<file path="src/rtl/kadai09_6.sv">
// kadai09_6: 2x2 unsigned multiplier from AND partial products and two half adders,
//   with a registered product and valid flag.
//   clk   - rising-edge clock
//   rst_n - asynchronous active-low reset
//   a, b  - 2-bit unsigned operands
//   z     - combinational product a*b
//   z_q   - z registered on the rising edge
//   z_vld - high once z_q holds a product captured after reset release
module kadai09_6_ha (
  input  logic i_x,
  input  logic i_y,
  output logic o_s,
  output logic o_c
);
  assign o_s = i_x ^ i_y;
  assign o_c = i_x & i_y;
endmodule

module kadai09_6 (
  input  logic       clk,
  input  logic       rst_n,
  input  logic [1:0] a,
  input  logic [1:0] b,
  output logic [3:0] z,
  output logic [3:0] z_q,
  output logic       z_vld
);
  logic w_pp00, w_pp10, w_pp01, w_pp11, w_c1;
  logic [3:0] r_z_q;
  logic       r_z_vld;
  assign w_pp00 = a[0] & b[0];
  assign w_pp10 = a[1] & b[0];
  assign w_pp01 = a[0] & b[1];
  assign w_pp11 = a[1] & b[1];
  assign z[0]   = w_pp00;
  kadai09_6_ha u_ha1 (.i_x(w_pp10), .i_y(w_pp01), .o_s(z[1]), .o_c(w_c1));
  kadai09_6_ha u_ha2 (.i_x(w_pp11), .i_y(w_c1),   .o_s(z[2]), .o_c(z[3]));
  always_ff @(posedge clk or negedge rst_n) begin
    if (!rst_n) begin
      r_z_q   <= 4'b0000;
      r_z_vld <= 1'b0;
    end else begin
      r_z_q   <= z;
      r_z_vld <= 1'b1;
    end
  end
  assign z_q   = r_z_q;
  assign z_vld = r_z_vld;
endmodule

</file>
<file path="config.mk">
export PLATFORM = sky130hd
export DESIGN_NAME = kadai09_6
export DESIGN_NICKNAME = d
export VERILOG_FILES = /design/src/rtl/kadai09_6.sv
export SDC_FILE = /design/constraint.sdc
export NUM_CORES = 1
export LEC_CHECK = 0
export BUFFER_PORTS_ARGS = -buffer_cell sky130_fd_sc_hd__buf_4
export CAP_MARGIN = 20
export CELL_PAD_IN_SITES_DETAIL_PLACEMENT = 1
export CELL_PAD_IN_SITES_GLOBAL_PLACEMENT = 1
export CORE_AREA = 2 2 39 41
export CTS_CLUSTER_DIAMETER = 120
export DETAILED_ROUTE_END_ITERATION = 16
export DIE_AREA = 0 0 41 43
export GPL_ROUTABILITY_DRIVEN = 0
export MAX_ROUTING_LAYER = met4
export PLACE_DENSITY_LB_ADDON = 0.1
export SYNTH_ARGS = -nofsm -noshare
export SYNTH_HDL_FRONTEND = slang
export SYNTH_SLANG_ARGS = --single-unit
export TNS_END_PERCENT = 1
</file>
<file path="constraint.sdc">
create_clock -name clk -period 2.25 [get_ports clk]
set_input_delay 0.225 -clock clk [delete_from_list [all_inputs] [get_ports clk]]
set_output_delay 0.225 -clock clk [all_outputs]
set_load 0.01 [all_outputs]
</file>
Word level (Yosys, flattened, before mapping):

Index checks and enable logic that the tools add are counted.

* flip-flop bits (word level): 5
* output and inout port bits: 9

* bitwise logic cells: 8

Operators by type and width (count)
* 1-bit bitwise AND: 6
* 1-bit XOR: 2

Longest topological paths before layout:

Gate-level depths: netlist (run 1).

* depth in word-level cells: 3
* mapped depth: 4
* depth with buffers taken out: 3

Cells and area by module:

From an unflattened synthesis (run 1), not the netlist that was laid out.

* cells, all modules: 13
* area total of the unflattened synthesis: 186.4 sq um

Modules (own cells, without submodules)
* kadai09_6: seq. area each 125.1 sq um, area an instance 161.4 sq um, cells each 11, instances 1
* kadai09_6_ha: seq. area each 0.0 sq um, area an instance 12.5 sq um, cells each 1, instances 2

Worst setup path before layout (run 1):

Ideal clock, no wire load.

* path type: input to output
* start: input b[0]
* end: output z[2]
* cell stages on the path: 4
* data arrival time: 963 ps
* setup slack: 1062 ps
* path through: and2_1 -> ha_1 -> ha_1 -> buf_4

* cells in the longest elaborated chain, start to end: 3

Ends and longest elaborated chain
* start, declared: line 23 `input logic [1:0] b,`
* 1-bit bitwise AND: line 32 `assign w_pp10 = a[1] & b[0];`
* 1-bit bitwise AND: line 16 `assign o_c = i_x & i_y;`
* 1-bit XOR: line 15 `assign o_s = i_x ^ i_y;`
* end, declared: line 24 `output logic [3:0] z,`

Every way passes these cells.

Worst setup path in the final report (run 1):

Same ends and word-level chain as after synthesis.

==> results of run 1 <==
[power by group through the flow]
stage | clock, W | combinational (W) | sequential, W
floorplan | 0 | 0.0000139 | 0.000101
detailed placement | 0 | 0.0000355 | 0.0000981
global placement | 0 | 0.0000354 | 0.0000979
finish | 0.0000987 | 0.0000360 | 0.0000967
CTS | 0.000104 | 0.0000371 | 0.0000968
global route | 0.000115 | 0.0000407 | 0.0000969
[cells by family after synthesis]
logic type    synth area share, %
fa+ha+maj                    12.0
buf+inv                      14.4
flops                        59.9
other cells                  1.79
simple gates                 12.0
[metal layers]
metal	GRT usage [%]	vias to the layer above	part of all wire, %
met3	3.14	0	19
li1	-	74	-
met2	6.88	12	46
met1	6.17	66	35
met5	-	-	0
met4	8.00	0	0
[synth_stat cells]
master	n	area share [%]
and2_1	4	12
buf_4	4	14
conb_1	1	1.8
ha_1	2	12
dfrtp_1	5	60
[final cells by class]
cell class                 count  area share [%]
sequential                     5            36.8
clock buffer                   4            7.72
timing repair buffer          15            33.8
multi-input combinational      7            15.8
tap                           16            5.88
[layout by cell type (no fill, tap or decap), drive strengths merged]
cell type and count:
buf 14, and2 4, dfrtp 5, conb 1
ha 2, clkbuf 4, dlygate4sd3 1
[timing repair]
item,CTS,global route
resized for setup,0,0
endpoints found under the setup margin,0,0
hold endpoints to repair,5,0
hold buffers,1,0
[worst min path at each step]
stage | slack, ps | cells past startpoint | to | startpoint
finish | 240 | 2 | z_q[0]$_DFF_PN0_ | b[0]
global route | 240 | 2 | z_q[0]$_DFF_PN0_ | b[0]
global placement | 30 | 1 | z_vld$_DFF_PN0_ | rst_n
floorplan | -70 | 0 | z_q[0]$_DFF_PN0_ | rst_n
detailed placement | 30 | 1 | z_vld$_DFF_PN0_ | rst_n
CTS | 240 | 2 | z_q[0]$_DFF_PN0_ | b[0]
[registers in the layout, indices dropped and copies added, names as in the netlist]
register / flops
z_q: 4
z_vld: 1
[stage by stage]
step | setup WS, ps | power [W]
CTS | 896 | 0.000238
floorplan | 1060 | 0.000115
detailed placement | 902 | 0.000134
finish | 907 | 0.000231
global placement | 903 | 0.000133
global route | 842 | 0.000252
==> results.tsv, run 1 <==
metric	value	unit
outcome	complete, no violations	
postCtsSetupRepairBufs	0	
grt_usage	6.09	%
top_level_ports	15	
n_antenna_cell	0	
grt_pass1_vias	157	
final-max-slew-violation-count	0	
syn2layout_area_growth	62.9	%
fp.coreArea	1380	µm²
start_util	15.1	%
n_fill_cell	167	
multi_input_area	53.8	µm²
fin_setup_tns	0	ps
finish.utilization	24.6	%
drcViolationCount	0	
layout_min_cycle_time	1340	ps
cpLargestDelayFamily	adder cells	
final_cells	47	
leakagePower	0.186	nW
p_clk_share	42.7	%
yosys_register_bits	5	
cp_max_fo	2	
path_class	input port to output pin	
path_buf_inv	2	
rsz0062_at_grt	no	
ys_warn_count	0	
peakVddDrop	0.000144	V
p_int	0.000183	W
crit_start	b[0]	
crit_path_end	z[2]	
syn_inst	16	
cts_buffers	3	
max_stage_delay	290	ps
cp_cell_sequence	buf_4 -> and2_1 -> ha_1 -> ha_1 -> buf_4	
crit_slowest_cell	ha_1	
placed_cells	42	
cts_buffer_depth	2	
die_y	43	µm
hold_ws	244	ps
die-area	1760	µm²
die_w	41	µm
placed_cell_area	304	µm²
hold_path.class	input port to register	
ant_nets	0	
clock_sinks	5	
htree_levels	1	
antenna_found_initial	0	
ys_seq_area_share	59.9	%
wire_per_inst	8.11	µm
fmax	745	MHz
grt_max_degree	6	
drt_iter0_drc	1	
synth_cell_types	5	
overflow	0	
switchingPower	0.0000479	W
via_per_inst	3.23	
pwr-share-comb	15.6	%
grt_pass1_wl	621	µm
start_kind	input port	
num_vias	152	
wirelength	381	µm
netlist_area	209	µm²
synth_area_per_cell	13.1	µm²
regArea	125	µm²
first_pass_iters	2	
row_count	14	
power_density	680	nW/µm²
finalInstanceArea	340	µm²
crit_required	2030	ps
clkTransAtPathRegs	40	ps
critPathCaptureType	output pin	
final_nets	40	
cts_tree	yes	
hold_viol_final	0	
fin_crit_sh	59.7	%
setup_viol	0	
cp.depth	5	
max_cap_violations	0	
syn_nets	24	
worst-endpoint-arrival	1120	ps
swShare	20.7	%
p_seq_share	41.8	%
io_buffers	14	
root_buffer	clkbuf_4	
drive_above_1_share	54.8	%
No activity file was read; power rests on OpenSTA's default activity.
==> run 2, diff against run 1 <==
Clock period 2.25 ns to 1.08 ns, I/O delays scaled along.
==> results.tsv, run 2 (synthesis results as in run 1) <==
metric	value	unit	change
outcome	complete, no violations		
drcViolationCount	0		unchanged
die_y	43	µm	unchanged
final_cells	47		unchanged
placed_cells	42		unchanged
overflow	0		unchanged
hold_viol_final	0		unchanged
layout_setup_ws	40.7	ps	-866 ps
drt_iter0_drc	1		unchanged
start_kind	input port		
first_pass_iters	2		unchanged
clock_sinks	5		unchanged
root_buffer	clkbuf_4		
htree_levels	1		unchanged
clkTransAtPathRegs	40	ps	about the same
rsz0062_at_grt	no		
cts_tree	yes		
grt_usage	5.57	%	-0.52 points
grt_pass1_wl	579	µm	-6.8%
peakVddDrop	0.000307	V	+110%
p_total	0.000487	W	+110%
path_class	input port to output pin		
wirelength	383	µm	+0.52%
ant_nets	0		unchanged
leakagePower	0.182	nW	-2.2%
cts_buffers	3		unchanged
drive_above_1_share	61.3	%	+6.5 points
grt_max_degree	6		unchanged
fp.coreArea	1380	µm²	unchanged
crit_required	970	ps	-1060 ps
die-area	1760	µm²	unchanged
setup_viol	0		unchanged
antenna_found_initial	0		unchanged
via_per_inst	3.21		-0.66%
final_nets	40		unchanged
layout_common_cells	buf_4 (14), dfrtp_1 (5), and2_1 (4)		
num_vias	151		-0.66%
crit_start	b[0]		
fin_crit_sh	96.2	%	
hold_ws	127	ps	-116 ps
grt_pass1_vias	153		-2.5%
n_antenna_cell	0		unchanged
hold_path.class	input port to register		
worst-endpoint-arrival	930	ps	-190 ps
cp_max_fo	2		unchanged
dp_worst_setup_slack	-33.9	ps	-936 ps
final_common_cell	buf_4		
wire_per_inst	8.15	µm	+0.52%
critPathCaptureType	output pin		
die_w	41	µm	unchanged
final-max-slew-violation-count	0		unchanged
power_density	1370	nW/µm²	+100%
min_from	b[0]		
syn2layout_area_growth	70.1	%	
cts_buffer_depth	2		unchanged
max_cap_violations	0		unchanged
top_level_ports	15		unchanged
fmax	962	MHz	
row_count	14		unchanged
largest_register_ffs	4		unchanged
start_util	15.1	%	unchanged
io_buffers	14		unchanged
layout_min_cycle_time	1040	ps	
## run 2: cell counts in the layout (fill, tap and decap cells not counted)
No cell type changed its count.
## run 2: what timing repair did
item	in CTS	in global routing
resized for setup	2	0
endpoints found under the setup margin	1	0
setup buffers	0	0
hold buffers	1	0
hold endpoints to repair	5	0
## run 2: final timing paths
check	endpoint	slack, ps	cells after the start
max in group asynchronous	z_q[0]$_DFF_PN0_	770	2
min	z_q[0]$_DFF_PN0_	130	2
min in group asynchronous	z_q[2]$_DFF_PN0_	210	2
max	z[2]	40	5
## run 2: final cells by class
class,count,area (µm²)
multi-input cells,7,68.8
flip-flops and latches,5,125
well taps,16,20.0
clock buffers,4,26.3
fillers,166,1030
repair buffers,15,115
## run 2: report_power, final
group | total [W] | internal, W | switching, W
combinational | 0.0000786 | 0.0000467 | 0.0000319
sequential | 0.000201 | 0.000199 | 0.00000258
clock | 0.000206 | 0.000139 | 0.0000674
## run 2: per-layer routing
layer / vias to the layer above / GRT usage, % / wire [µm]
met3: 0 / 3.14 / 71
met5: - / - / 0
met1: 66 / 5.19 / 133
met2: 12 / 7.19 / 178
met4: 0 / 6.00 / 0
li1: 73 / - / -
## run 2: per-stage QoR
step                      TNS, ps  area, µm²  utilization, %
after global placement      -33.0        304            22.0
after global routing            0        355            25.7
final                           0        355            25.7
after detailed placement    -33.9        304            22.0
after floorplan                 0        209               -
after CTS                       0        355            25.7
## run 2: critical path, cell delays in order
cell and delay, ps:
buf_4 110, and2_1 150, ha_2 200, ha_4 240, buf_4 140
